[src/rtl/uart_tx_pkg.sv]
// Shared UART TX types and line constants.
// The BREAK state exists only when UART_TX_BREAK_EN is defined.
package uart_tx_pkg;

  typedef enum logic [2:0] {
    IDLE, START, DATA, PARITY, STOP
`ifdef UART_TX_BREAK_EN
    , BREAK
`endif
  } tx_state_e;

  localparam logic START_BIT = 1'b0;
  localparam logic STOP_BIT  = 1'b1;
  localparam logic PAR_EVEN  = 1'b0;
  localparam logic PAR_ODD   = 1'b1;

endpackage

[src/rtl/uart_tx_bit_timer.sv]
// Bit-period down-counter shared with the RX side.
// bit_done is high in the last CLK of each bit period; the counter reloads itself there.
module uart_tx_bit_timer #(
  parameter int CLKS_PER_BIT = 1
) (
  input  logic CLK,
  input  logic RST,
  input  logic load,
  input  logic en,
  output logic bit_done
);

  localparam int CW = $clog2(CLKS_PER_BIT + 1);
  localparam logic [CW-1:0] RELOAD = CW'(CLKS_PER_BIT - 1);

  logic [CW-1:0] cnt;

  assign bit_done = (cnt == '0);

  always_ff @(posedge CLK or negedge RST) begin
    if (!RST)
      cnt <= '0;
    else if (load || (en && bit_done))
      cnt <= RELOAD;
    else if (en)
      cnt <= cnt - 1'b1;
  end

endmodule

[src/rtl/uart_tx_frame_gen.sv]
// UART transmit frame generator: start, DATA_WIDTH data bits LSB first, optional parity, 1/2 stops.
// Define UART_TX_BREAK_EN to add the BREAK_REQ port and break state.
module uart_tx_frame_gen
  import uart_tx_pkg::*;
#(
  parameter int DATA_WIDTH   = 8,
  parameter int CLKS_PER_BIT = 1,
  parameter int BREAK_BITS   = 11
) (
  input  logic                  CLK,
  input  logic                  RST,
  input  logic [DATA_WIDTH-1:0] P_DATA,
  input  logic                  Data_Valid,
  input  logic                  PAR_EN,
  input  logic                  PAR_TYP,
  input  logic                  STOP2,
`ifdef UART_TX_BREAK_EN
  input  logic                  BREAK_REQ,
`endif
  output logic                  TX_OUT,
  output logic                  Busy
);

  // One index counter serves data bits, stop bits and break periods.
  localparam int IW = $clog2(((DATA_WIDTH > BREAK_BITS) ? DATA_WIDTH : BREAK_BITS) + 1);

  tx_state_e             state, nxt_state;
  logic [IW-1:0]         idx, nxt_idx;
  logic [DATA_WIDTH-1:0] data_q, data_sh;
  logic                  par_en_q, par_typ_q, stop2_q;
  logic                  accept, load, bit_done, nxt_tx;
`ifdef UART_TX_BREAK_EN
  logic                  brk_pend;
`endif

  assign accept = (state == IDLE) && Data_Valid;

  uart_tx_bit_timer #(.CLKS_PER_BIT(CLKS_PER_BIT)) u_timer (
    .CLK      (CLK),
    .RST      (RST),
    .load     (load),
    .en       (state != IDLE),
    .bit_done (bit_done)
  );

  always_comb begin
    nxt_state = state;
    nxt_idx   = idx;
    load      = 1'b0;
    case (state)
      IDLE: begin
        if (Data_Valid) begin
          nxt_state = START;
          nxt_idx   = '0;
          load      = 1'b1;
        end
`ifdef UART_TX_BREAK_EN
        else if (BREAK_REQ || brk_pend) begin
          nxt_state = BREAK;
          nxt_idx   = '0;
          load      = 1'b1;
        end
`endif
      end
      START: if (bit_done) begin
        nxt_state = DATA;
        nxt_idx   = '0;
      end
      DATA: if (bit_done) begin
        if (idx == IW'(DATA_WIDTH - 1)) begin
          nxt_state = par_en_q ? PARITY : STOP;
          nxt_idx   = '0;
        end else
          nxt_idx = idx + 1'b1;
      end
      PARITY: if (bit_done) begin
        nxt_state = STOP;
        nxt_idx   = '0;
      end
      STOP: if (bit_done) begin
        if (idx == IW'(stop2_q)) begin
          nxt_state = IDLE;
          nxt_idx   = '0;
        end else
          nxt_idx = idx + 1'b1;
      end
`ifdef UART_TX_BREAK_EN
      BREAK: if (bit_done) begin
        if (idx == IW'(BREAK_BITS - 1)) begin
          nxt_state = IDLE;
          nxt_idx   = '0;
        end else
          nxt_idx = idx + 1'b1;
      end
`endif
      default: begin
        nxt_state = IDLE;
        nxt_idx   = '0;
      end
    endcase

    // Line value is computed for the state being entered so TX_OUT can come straight from a flop.
    data_sh = data_q >> nxt_idx;
    case (nxt_state)
      START:   nxt_tx = START_BIT;
      DATA:    nxt_tx = data_sh[0];
      PARITY:  nxt_tx = (^data_q) ^ par_typ_q;
`ifdef UART_TX_BREAK_EN
      BREAK:   nxt_tx = 1'b0;
`endif
      default: nxt_tx = STOP_BIT;
    endcase
  end

  always_ff @(posedge CLK or negedge RST) begin
    if (!RST) begin
      state     <= IDLE;
      idx       <= '0;
      TX_OUT    <= STOP_BIT;
      Busy      <= 1'b0;
      data_q    <= '0;
      par_en_q  <= 1'b0;
      par_typ_q <= PAR_EVEN;
      stop2_q   <= 1'b0;
    end else begin
      state  <= nxt_state;
      idx    <= nxt_idx;
      TX_OUT <= nxt_tx;
      Busy   <= (nxt_state != IDLE);
      if (accept) begin
        data_q    <= P_DATA;
        par_en_q  <= PAR_EN;
        par_typ_q <= PAR_TYP;
        stop2_q   <= STOP2;
      end
    end
  end

`ifdef UART_TX_BREAK_EN
  // A break requested together with a data word is remembered and sent after that frame.
  always_ff @(posedge CLK or negedge RST) begin
    if (!RST)
      brk_pend <= 1'b0;
    else if (accept && BREAK_REQ)
      brk_pend <= 1'b1;
    else if (nxt_state == BREAK)
      brk_pend <= 1'b0;
  end
`endif

endmodule

[config.mk]
export PLATFORM = sky130hd
export DESIGN_NAME = uart_tx_frame_gen
export DESIGN_NICKNAME = d
export VERILOG_FILES = /design/src/rtl/uart_tx_pkg.sv /design/src/rtl/uart_tx_bit_timer.sv /design/src/rtl/uart_tx_frame_gen.sv
export SDC_FILE = /design/constraint.sdc
export NUM_CORES = 1
export LEC_CHECK = 0
export BUFFER_PORTS_ARGS = -buffer_cell sky130_fd_sc_hd__buf_2
export CORE_MARGIN = 4
export CORE_UTILIZATION = 55
export CTS_CLUSTER_SIZE = 40
export DETAILED_ROUTE_END_ITERATION = 8
export HOLD_SLACK_MARGIN = 0.06
export PLACE_DENSITY_LB_ADDON = 0.1
export SETUP_SLACK_MARGIN = 0.15
export SYNTH_ARGS = -nofsm -noshare
export SYNTH_HDL_FRONTEND = slang
export SYNTH_HIERARCHICAL = 1
export SYNTH_SLANG_ARGS = --single-unit
[constraint.sdc]
create_clock -name CLK -period 2.45 [get_ports CLK]
set_input_delay 0.735 -clock CLK [delete_from_list [all_inputs] [get_ports CLK]]
set_output_delay 0.735 -clock CLK [all_outputs]
set_load 0.02 [all_outputs]
==> results of run 1 <==
## final cells by class
class | instances | area, µm²
Timing Repair Buffer | 16 | 82.6
Clock buffer | 3 | 22.5
Clock inverter | 1 | 5.00
Sequential cell | 21 | 527
Inverter | 12 | 45.0
Fill cell | 205 | 823
Tap cell | 28 | 35.0
Multi-Input combinational cell | 83 | 651
## metal layers
| layer | GRT usage (%) | vias up | wire [µm] |
|---|---|---|---|
| li1 | - | 469 | - |
| met5 | 0 | - | 0 |
| met1 | 23.5 | 462 | 1090 |
| met4 | 7.64 | 0 | 40 |
| met3 | 3.71 | 6 | 150 |
| met2 | 28.2 | 29 | 1160 |
## worst reg2reg max path, cell delays in order, from the launching register on
cell and delay, ps:
sky130_fd_sc_hd__dfrtp_1 470, sky130_fd_sc_hd__ha_1 270, sky130_fd_sc_hd__nand2b_1 150, sky130_fd_sc_hd__a221o_1 440, sky130_fd_sc_hd__o21a_4 260, sky130_fd_sc_hd__o2111ai_1 190
sky130_fd_sc_hd__nand4_1 130, sky130_fd_sc_hd__o21ai_1 140
## path summary, 6_finish.rpt
path | endpoint | startpoint | depth (start not counted)
setup / recovery | TX_OUT | idx[0] | 7
hold / removal | state[0] | RST | 1
setup reg to reg | TX_OUT | idx[0] | 7
hold reg to reg | stop2_q | stop2_q | 1
max in group asynchronous | TX_OUT | RST | 1
min in group CLK | stop2_q | stop2_q | 1
## cell families after synthesis
kind of cell	count (synthesis)	share of synthesized area (%)
buffers and inverters	17	5.99
xor gates and xnor gates	8	6.69
muxes	9	8.29
DFF	21	42.1
and+or+nand+nor	35	17.1
adders and majority gates	1	0.999
AOI/OAI and AO/OA	30	18.9
## power breakdown
group	internal, mW	switching [mW]	leakage, nW
combinational	0.511	0.495	0.330
sequential	0.499	0.162	0.260
clock	0.0610	0.114	0.0177
## placed cells by master (no fill, tap or decap), drive strengths merged, types with 2 or more instances in the layout
cell type | netlist | routed
a211oi | 2 | 2
a21oi | 5 | 5
a221oi | 3 | 3
and3 | 2 | 2
buf | 4 | 16
clkbuf | 1 | 3
dfrtp | 20 | 20
inv | 12 | 12
mux2 | 8 | 8
nand2 | 7 | 7
nand2b | 4 | 4
nand4 | 2 | 2
nor2 | 4 | 4
nor3 | 3 | 3
nor3b | 2 | 2
o2111ai | 4 | 4
o211ai | 4 | 4
o21ai | 7 | 7
or2 | 2 | 2
or3 | 2 | 2
xnor2 | 5 | 5
xor2 | 2 | 2
## registers in the layout (all words and copies together) (netlist names)
signal / count
TX_OUT: 1
par_typ_q: 1
u_timer/cnt: 1
state: 3
stop2_q: 1
Busy: 1
data_q: 8
par_en_q: 1
idx: 4
==> summary.txt, run 1 <==
Setup path
  • Number of buffers and inverters on the critical path: 0
  • Family of cells with the greatest summed delay on the critical path: compound AO/OA/AOI/OAI gates
  • Startpoint types: flip-flop
  • Biggest cell delay along the critical path: between 400 and 500 ps
  • Arrival time worst endpoint: about 2400 ps
  • Critical path data required time: approximately 2700 ps
  • Cells along the critical path: ha_1 > nand2b_1 > a221o_1 > o21a_4 > o2111ai_1 > nand4_1 > o21ai_1
  • Worst-path maximum fanout: 6
  • Cell with the biggest individual delay on the critical path: sky130_fd_sc_hd__dfrtp_1
  • Worst R2R Setup Slack: approximately 350 ps
  • Element type at the critical path end: flip-flop
  • Worst Path Class, Setup: reg2reg

Finish
  • Final net count: ~150
  • Post-layout instance area: about 1400 µm²
  • Area growth, synth to finish: 9.19%
  • Share of post-route cells with drive strength above 1: 26.5%
  • Total inserted antenna cells: 0
  • Final standard cell count with taps included and fillers excluded: approximately 160
  • Util after Layout: 62.4%

Timing
  • Slew at the pin with the worst max-slew slack: ~570 ps
  • Worst-case setup margin in the final layout: 350 ps
  • Final critical path time including I/O delays and setup: 2100 ps
  • Worst slew margin relative to its limit: 62.0%
  • Post-route setup TNS: 0 ps
  • Part of the cycle the worst path needs: between 80% and 90%
  • Count of endpoints failing hold in the final timing report: 0
  • Fin Clk Skew: ~11 ps
  • Unrepaired setup endpoints after global routing: false
  • Total setup violations reported at the end of the flow: 0
  • Final worst hold slack: roughly 340 ps
  • Final count of pins violating max slew: 0
  • Highest achievable clock rate: between 0.4 and 0.5 GHz

Clock network
  • Root Driver: sky130_fd_sc_hd__clkbuf_4
  • Number of sinks on the clock net: 21
  • Clock tree from TritonCTS: yes
  • TritonCTS buffer count: 3
  • Buffers from clock root to sink, at most: 2
  • Clock slew seen by the registers of the worst setup and hold paths: about 130 ps
  • Resized Gates After CTS: 0
  • Buffers inserted by post-CTS timing repair: 0
  • Clk_lat worst skew: 310 ps
  • H-tree lvl count: 1
  • Hold buffers post-CTS: 0

Detailed routing
  • First-pass iteration count of the detailed router: 4
  • Avg WL per Cell: ~15 µm
  • Number of routed nets with antenna violations: 0
  • Drt initial violations: 28
  • DRC Markers: 0
  • Routed vias: around 970
  • Via/cell ratio: between 5 and 6
  • Detailed-route wire length: between 2000 and 2500 µm

Yosys
  • Count of flip-flops with a built-in enable after synthesis: 0
  • Summed instance area of the synthesized netlist: 1250 µm²
  • Proportion of synthesized chip area in sequential cells: between 40% and 50%
  • Post-synthesis instance total: ~120
  • Share of async-settable or async-resettable flops after synthesis: 100%
  • YS warnings: 6
  • Area share of the largest cell type after synthesis: about two fifths
  • Top flip-flop cell by instance count after synthesis: sky130_fd_sc_hd__dfrtp_1
  • Syn nets: between 100 and 150
  • Number of synthesized register bits: 21
  • Most frequent cell after synthesis: sky130_fd_sc_hd__dfrtp_1
  • Top post-synthesis cells by area: sky130_fd_sc_hd__dfrtp_1 (40%), sky130_fd_sc_hd__mux2_2 (5.4%), sky130_fd_sc_hd__inv_1 (3.6%), sky130_fd_sc_hd__xnor2_1 (3.5%), sky130_fd_sc_hd__o2111ai_1 (2.8%)
  • Largest area contributor in the synthesized netlist: sky130_fd_sc_hd__dfrtp_1
  • Synth unique cells: 47
  • Synthesized area divided by synthesized cell count: around 10 µm²
  • Leading cell types by count after synthesis: sky130_fd_sc_hd__dfrtp_1 (20), sky130_fd_sc_hd__inv_1 (12), sky130_fd_sc_hd__nand2_1 (7)

Run status
  • Outcome: finished clean

Power and ir drop
  • Power per cell area: roughly 1300 nW/µm²
  • Largest vdd supply drop: about 0.85 mV
  • LEAKAGE: 0.607 nW
  • Total chip power: 1.84 mW

Floorplan
  • Die Outline Area: 3100 µm²
  • Die Span Y: between 50 and 60 µm
  • Floorplan Core Area: around 2200 µm²
  • Standard-cell row count: 17
  • Initial core utilization: roughly 57%
  • Boundary pin count: 16
  • Floorplan die width: about 56 µm

Min path
  • Type of the worst min-delay path: in2async

Global routing
  • Pin count of the biggest net entering global routing: 22
  • Initial antenna violation count: 0
  • First-pass GRT wire length: about 4400 µm
  • Via count of the first global-routing pass: just under 1000
  • Grt total ovfl: 0
  • Total routing usage reported by global routing: about 18%

Place
  • Cell count after placement: 160
  • Buffers on Ports: 15
  • Setup slack at placement: between 200 and 300 ps
  • Half-perimeter wire length after detailed placement: ~1800 µm
  • Placer congestion estimate: roughly 0.8
  • Dpl cell area: around 1300 µm²

Flow run
  • Maximum capacitance violations: 0
(Power assumes the default switching activity.)
==> run 2: changes to the inputs <==
--- a/config.mk
+++ b/config.mk
@@ -6,8 +6,10 @@
 export NUM_CORES = 1
 export LEC_CHECK = 0
 export BUFFER_PORTS_ARGS = -buffer_cell sky130_fd_sc_hd__buf_2
+export CELL_PAD_IN_SITES_DETAIL_PLACEMENT = 1
+export CELL_PAD_IN_SITES_GLOBAL_PLACEMENT = 2
 export CORE_MARGIN = 4
-export CORE_UTILIZATION = 55
+export CORE_UTILIZATION = 36
 export CTS_CLUSTER_SIZE = 40
 export DETAILED_ROUTE_END_ITERATION = 8
 export HOLD_SLACK_MARGIN = 0.06
==> summary.txt, run 2 (synthesis gave the netlist of run 1 again) <==
Run status
  • Outcome: finished clean

Setup path
  • Worst Path Class, Setup: reg2reg
  • Biggest cell delay along the critical path: approximately 470 ps
  • Worst setup path startpoint: idx[0]
  • Worst-path maximum fanout: 6
  • FF-to-FF Start: idx[0]
  • Arrival time worst endpoint: approximately 2400 ps
  • Element type at the critical path end: flip-flop
  • Family of cells with the greatest summed delay on the critical path: compound AO/OA/AOI/OAI gates
  • Startpoint types: flip-flop
  • Endpoint of the most critical register-to-register path: TX_OUT
  • Number of buffers and inverters on the critical path: 0
  • Cell with the biggest individual delay on the critical path: sky130_fd_sc_hd__dfrtp_1
  • Depth of the most critical reg-to-reg path: 7
  • Critical path data required time: about 2700 ps
  • Cells along the critical path: ha_1 > nand2b_1 > a221o_1 > o21a_4 > o2111ai_1 > nand4_1 > o21ai_1
  • Worst R2R Setup Slack: 350 ps

Global routing
  • Top Usage Layer GRT: met2
  • GR Util met1: between 15 and 20%
  • First-pass GRT wire length: approximately 4800 µm
  • GR Util met2: 24.6%
  • Pin count of the biggest net entering global routing: 22
  • Total routing usage reported by global routing: about 14%
  • Initial antenna violation count: 0
  • Via count of the first global-routing pass: about 1000
  • Met3 usage: ~2.7%
  • Grt total ovfl: 0

Power and ir drop
  • Largest vdd supply drop: about 0.53 mV
  • Power per cell area: between 1000 and 1500 nW/µm²
  • Share of power burned in combinational logic: between 50% and 60%
  • Power Internal: ~1.1 mW
  • Switching component of the power: 0.802 mW
  • Share of power burned in the clock network: under 10%
  • Flop pwr share: 35.2%
  • Switching part of the total: a little over two fifths
  • LEAKAGE: slightly above 0.6 nW
  • Total chip power: 1.89 mW

Place
  • Buffers on Ports: 15
  • Half-perimeter wire length after detailed placement: about 2100 µm
  • Placer congestion estimate: slightly below 0.8

Min path
  • Type of the worst min-delay path: in2async

Timing
  • Final count of pins violating max slew: 0
  • Unrepaired setup endpoints after global routing: false
  • Highest achievable clock rate: 0.476 GHz
  • Part of the cycle the worst path needs: 85.7%
  • Post-route setup TNS: 0 ps
  • Total setup violations reported at the end of the flow: 0
  • Final critical path time including I/O delays and setup: roughly 2100 ps
  • Worst slew margin relative to its limit: 64.8%
  • Fin Clk Skew: around 13 ps
  • Slew at the pin with the worst max-slew slack: 524 ps
  • Count of endpoints failing hold in the final timing report: 0

Floorplan
  • Die Span Y: 67.0 µm
  • Standard-cell row count: 21
  • Boundary pin count: 16
  • Initial core utilization: between 30% and 40%
  • Die Outline Area: around 4500 µm²
  • Floorplan die width: around 67 µm
  • Floorplan Core Area: between 3000 and 4000 µm²

Finish
  • Flip-flop count of the largest register, all copies and words added: 8
  • Footprint of the multi-input gates: 651 µm²
  • Share of post-route cells with drive strength above 1: between 20% and 30%
  • Registers with the most flip-flops: data_q x8, idx x4, state x3
  • Leading cell type in the layout, fill and taps excluded: sky130_fd_sc_hd__dfrtp_1
  • Area growth, synth to finish: 11.6%
  • Final net count: approximately 150
  • Sequential cell area: between 500 and 600 µm²
  • Commonest non-fill, non-tap cells in the layout: sky130_fd_sc_hd__dfrtp_1 (20), sky130_fd_sc_hd__buf_2 (15), sky130_fd_sc_hd__inv_1 (12), sky130_fd_sc_hd__nand2_1 (7), sky130_fd_sc_hd__mux2_2 (6)
  • Most flop-heavy register: data_q
  • Total inserted antenna cells: 0
  • Final-layout fill cell count: slightly below 400

Flow run
  • Maximum capacitance violations: 0

Clock network
  • H-tree lvl count: 1
  • Buffers from clock root to sink, at most: 2
  • Clock slew seen by the registers of the worst setup and hold paths: 120 ps
  • Clock tree from TritonCTS: yes
  • TritonCTS buffer count: 3
  • Buffers inserted by post-CTS timing repair: 0
  • Clk_lat worst skew: 310 ps
  • Number of sinks on the clock net: 21
  • Hold buffers post-CTS: 0
  • Resized Gates After CTS: 0
  • Root Driver: sky130_fd_sc_hd__clkbuf_4

Detailed routing
  • Avg WL per Cell: between 10 and 15 µm
  • Number of routed nets with antenna violations: 0
  • First-pass iteration count of the detailed router: 4
  • Routed vias: about 940
  • Drt initial violations: 41
  • Detailed-route wire length: around 2600 µm
  • Via/cell ratio: between 5 and 6
  • DRC Markers: 0
[run 2: cell types whose count changed in the layout (fill, tap and decap cells not counted), sizes merged]
cell  delta
buf      +1
[run 2: routing by layer]
metal / share of wire (%) / vias to the layer above
met5: 0 / -
met4: 1.1 / 0
met3: 3.0 / 4
met2: 53 / 11
met1: 43 / 463
li1: - / 466
[run 2: cell type report]
cell class	count	share of cell area [%]
Multi-Input combinational cell	83	46.6
Sequential cell	21	37.7
Timing Repair Buffer	17	6.45
Tap cell	46	4.12
Inverter	12	3.22
Clock buffer	3	1.61
Clock inverter	1	0.358
[run 2: how the worst max path moves through the flow]
stage                  end  depth (start not counted)
finish              TX_OUT                          7
global route        TX_OUT                          7
CTS                 TX_OUT                          7
detailed placement  TX_OUT                          8
global placement    TX_OUT                          8
floorplan           TX_OUT                          6
[run 2: power by group through the flow]
stage / clock network, mW / registers (mW) / logic (mW)
2_1_floorplan: 0 / 0.606 / 0.878
4_1_cts: 0.180 / 0.667 / 1.08
3_5_place_dp: 0 / 0.675 / 1.08
6_report: 0.166 / 0.664 / 1.06
3_3_place_gp: 0 / 0.669 / 1.05
5_1_grt: 0.197 / 0.694 / 1.19
[run 2: stage by stage]
stage / std cells / area, µm² / setup slack [ps] / utilization [%] / hold slack (ps)
3_5_place_dp: 179 / 1370 / 281 / 41.1 / 519
5_1_grt: 183 / 1400 / 178 / 41.9 / 368
2_1_floorplan: 121 / 1250 / 504 / - / 439
3_3_place_gp: 179 / 1370 / 316 / 41.1 / 509
6_report: 183 / 1400 / 350 / 41.9 / 362
4_1_cts: 183 / 1400 / 331 / 41.9 / 371
==> run 3: changes to the inputs <==
--- a/config.mk
+++ b/config.mk
@@ -9,7 +9,7 @@
 export CELL_PAD_IN_SITES_DETAIL_PLACEMENT = 1
 export CELL_PAD_IN_SITES_GLOBAL_PLACEMENT = 2
 export CORE_MARGIN = 4
-export CORE_UTILIZATION = 36
+export CORE_UTILIZATION = 33
 export CTS_CLUSTER_SIZE = 40
 export DETAILED_ROUTE_END_ITERATION = 8
 export HOLD_SLACK_MARGIN = 0.06
==> constraint.sdc (replaced) <==
create_clock -name CLK -period 1.73 [get_ports CLK]
set_input_delay 0.519 -clock CLK [delete_from_list [all_inputs] [get_ports CLK]]
set_output_delay 0.519 -clock CLK [all_outputs]
set_load 0.02 [all_outputs]
==> summary.txt, run 3 (synthesis gave the netlist of run 1 again) <==
Finish
  • Leading cell type in the layout, fill and taps excluded: sky130_fd_sc_hd__buf_4
  • Most flop-heavy register: data_q
  • Total inserted antenna cells: 0
  • Final net count: ~190
  • Commonest non-fill, non-tap cells in the layout: sky130_fd_sc_hd__buf_4 (35), sky130_fd_sc_hd__dfrtp_1 (17), sky130_fd_sc_hd__buf_2 (15), sky130_fd_sc_hd__inv_1 (9), sky130_fd_sc_hd__mux2_4 (8)
  • Final standard cell count with taps included and fillers excluded: about 220
  • Flip-flop count of the largest register, all copies and words added: 8
  • Final-layout fill cell count: between 400 and 500
  • Share of post-route cells with drive strength above 1: around three fifths
  • Registers with the most flip-flops: data_q x8, idx x4, state x3
  • Area growth, synth to finish: 57.0%

Min path
  • Type of the worst min-delay path: in2async

Timing
  • Fin Clk Skew: around 3.4 ps
  • Final count of pins violating max slew: 0
  • Unrepaired setup endpoints after global routing: true
  • Highest achievable clock rate: approximately 0.52 GHz
  • Part of the cycle the worst path needs: 112%
  • Slew at the pin with the worst max-slew slack: approximately 480 ps
  • Count of endpoints failing hold in the final timing report: 0
  • Final critical path time including I/O delays and setup: between 1500 and 2000 ps
  • Final worst hold slack: roughly 210 ps
  • Worst slew margin relative to its limit: between 60% and 70%
  • Total setup violations reported at the end of the flow: 6
  • Worst-case setup margin in the final layout: -211 ps

Floorplan
  • Initial core utilization: 34.2%
  • Floorplan Core Area: 3660 µm²
  • Standard-cell row count: 22
  • Die Outline Area: between 4000 and 5000 µm²
  • Floorplan die width: 69.6 µm
  • Boundary pin count: 16
  • Die Span Y: approximately 70 µm

Global routing
  • Initial antenna violation count: 0
  • Via count of the first global-routing pass: 1335
  • Grt total ovfl: 0
  • Pin count of the biggest net entering global routing: 22
  • First-pass GRT wire length: approximately 6600 µm
  • Total routing usage reported by global routing: between 10% and 20%

Power and ir drop
  • Power per cell area: 2050 nW/µm²
  • LEAKAGE: 0.871 nW
  • Largest vdd supply drop: roughly 0.77 mV
  • Total chip power: 4.03 mW

Detailed routing
  • Detailed-route wire length: 3810 µm
  • First-pass iteration count of the detailed router: 3
  • Number of routed nets with antenna violations: 0
  • Total routed wire length on the met1 layer: between 1500 and 2000 µm
  • DRC Markers: 0
  • Avg WL per Cell: roughly 17 µm
  • Sum of met2 wire segment lengths after detailed routing: between 1500 and 2000 µm
  • Routed vias: 1150
  • Highest Signal Layer: met4
  • Drt initial violations: 23
  • Via/cell ratio: ~5.1
  • Wire length on met3: between 90 and 100 µm

Clock network
  • Buffers from clock root to sink, at most: 2
  • TritonCTS buffer count: 3
  • Clock slew seen by the registers of the worst setup and hold paths: around 80 ps
  • Clk_lat worst skew: between 200 and 300 ps
  • H-tree lvl count: 1
  • Clock tree from TritonCTS: yes
  • Root Driver: sky130_fd_sc_hd__clkbuf_8
  • Number of sinks on the clock net: 21

Run status
  • Outcome: complete, but fails checks
  • Violations in the final reports: negative setup slack

Setup path
  • Critical path data required time: approximately 1900 ps
  • Arrival time worst endpoint: 2130 ps
  • Worst-path maximum fanout: 4
  • Element type at the critical path end: flip-flop
  • Worst Path Class, Setup: reg2reg
  • Startpoint types: flip-flop

Place
  • Cell count after placement: around 210
  • Placer congestion estimate: approximately 0.72
  • Buffers on Ports: 15
  • Half-perimeter wire length after detailed placement: 2620 µm

Flow run
  • Maximum capacitance violations: 0
==> run 3: cell types whose count changed in the layout (fill, tap and decap cells not counted), sizes merged <==
cell / delta
buf: +39
==> run 3: power breakdown <==
part	internal, mW	total [mW]	switching (mW)	leakage [nW]
clock	0.160	0.328	0.168	0.0255
sequential	0.714	0.949	0.235	0.256
combinational	1.58	2.75	1.18	0.590
total	2.45	4.03	1.58	0.871
==> run 3: final timing paths <==
check                      startpoint         to  slack, ps  cells past startpoint
setup / recovery               idx[0]     TX_OUT       -210                      8
setup reg to reg               idx[0]     TX_OUT       -210                      8
min in group CLK            P_DATA[4]  data_q[4]        470                      3
hold reg to reg             par_typ_q  par_typ_q        540                      1
hold / removal                    RST   state[2]        210                      1
max in group asynchronous         RST     idx[2]       1170                      1
==> run 3: per-stage QoR <==
step / setup TNS (ps) / setup WS, ps / instance area, µm² / utilization (%)
finish: -444 / -211 / 1970 / 53.7
global route: -1000 / -308 / 1970 / 53.7
CTS: -318 / -192 / 1870 / 51.2
detailed placement: -737 / -268 / 1610 / 44.1
global placement: -262 / -153 / 1610 / 44.1
floorplan: -49.3 / -49.3 / 1300 / -
==> run 3: worst max-delay path, cell delays in order, from the launching register on <==
cell and delay, ps:
sky130_fd_sc_hd__dfrtp_1 430, sky130_fd_sc_hd__ha_4 180, sky130_fd_sc_hd__and3b_2 210, sky130_fd_sc_hd__buf_4 100, sky130_fd_sc_hd__nand4_1 120, sky130_fd_sc_hd__a221oi_2 310
sky130_fd_sc_hd__buf_4 170, sky130_fd_sc_hd__mux2i_2 240, sky130_fd_sc_hd__o21ai_2 90
==> run 3: metal layers <==
layer | track usage, % | up-vias
met5 | 0 | -
met4 | 6.51 | 0
met3 | 2.75 | 8
met2 | 29.2 | 19
met1 | 21.3 | 574
li1 | - | 549
==> run 3: what timing repair did <==
action / 4_1_cts / 5_1_grt
cloned: 1 / 0
buffers inserted: 8 / 3
endpoints found under the setup margin: 18 / 19
resized for setup: 23 / 18
pin swaps: 11 / 9
hold buffers: 0 / 0
==> run 3: cell type report <==
type | count | area (µm²) | share of cell area, %
inverters | 12 | 45.0 | 2.29
flip-flops and latches | 21 | 531 | 27.0
clock buffers | 3 | 41.3 | 2.10
well taps | 48 | 60.1 | 3.05
clock inverters | 1 | 5.00 | 0.254
repair buffers | 56 | 430 | 21.9
multi-input cells | 83 | 855 | 43.4
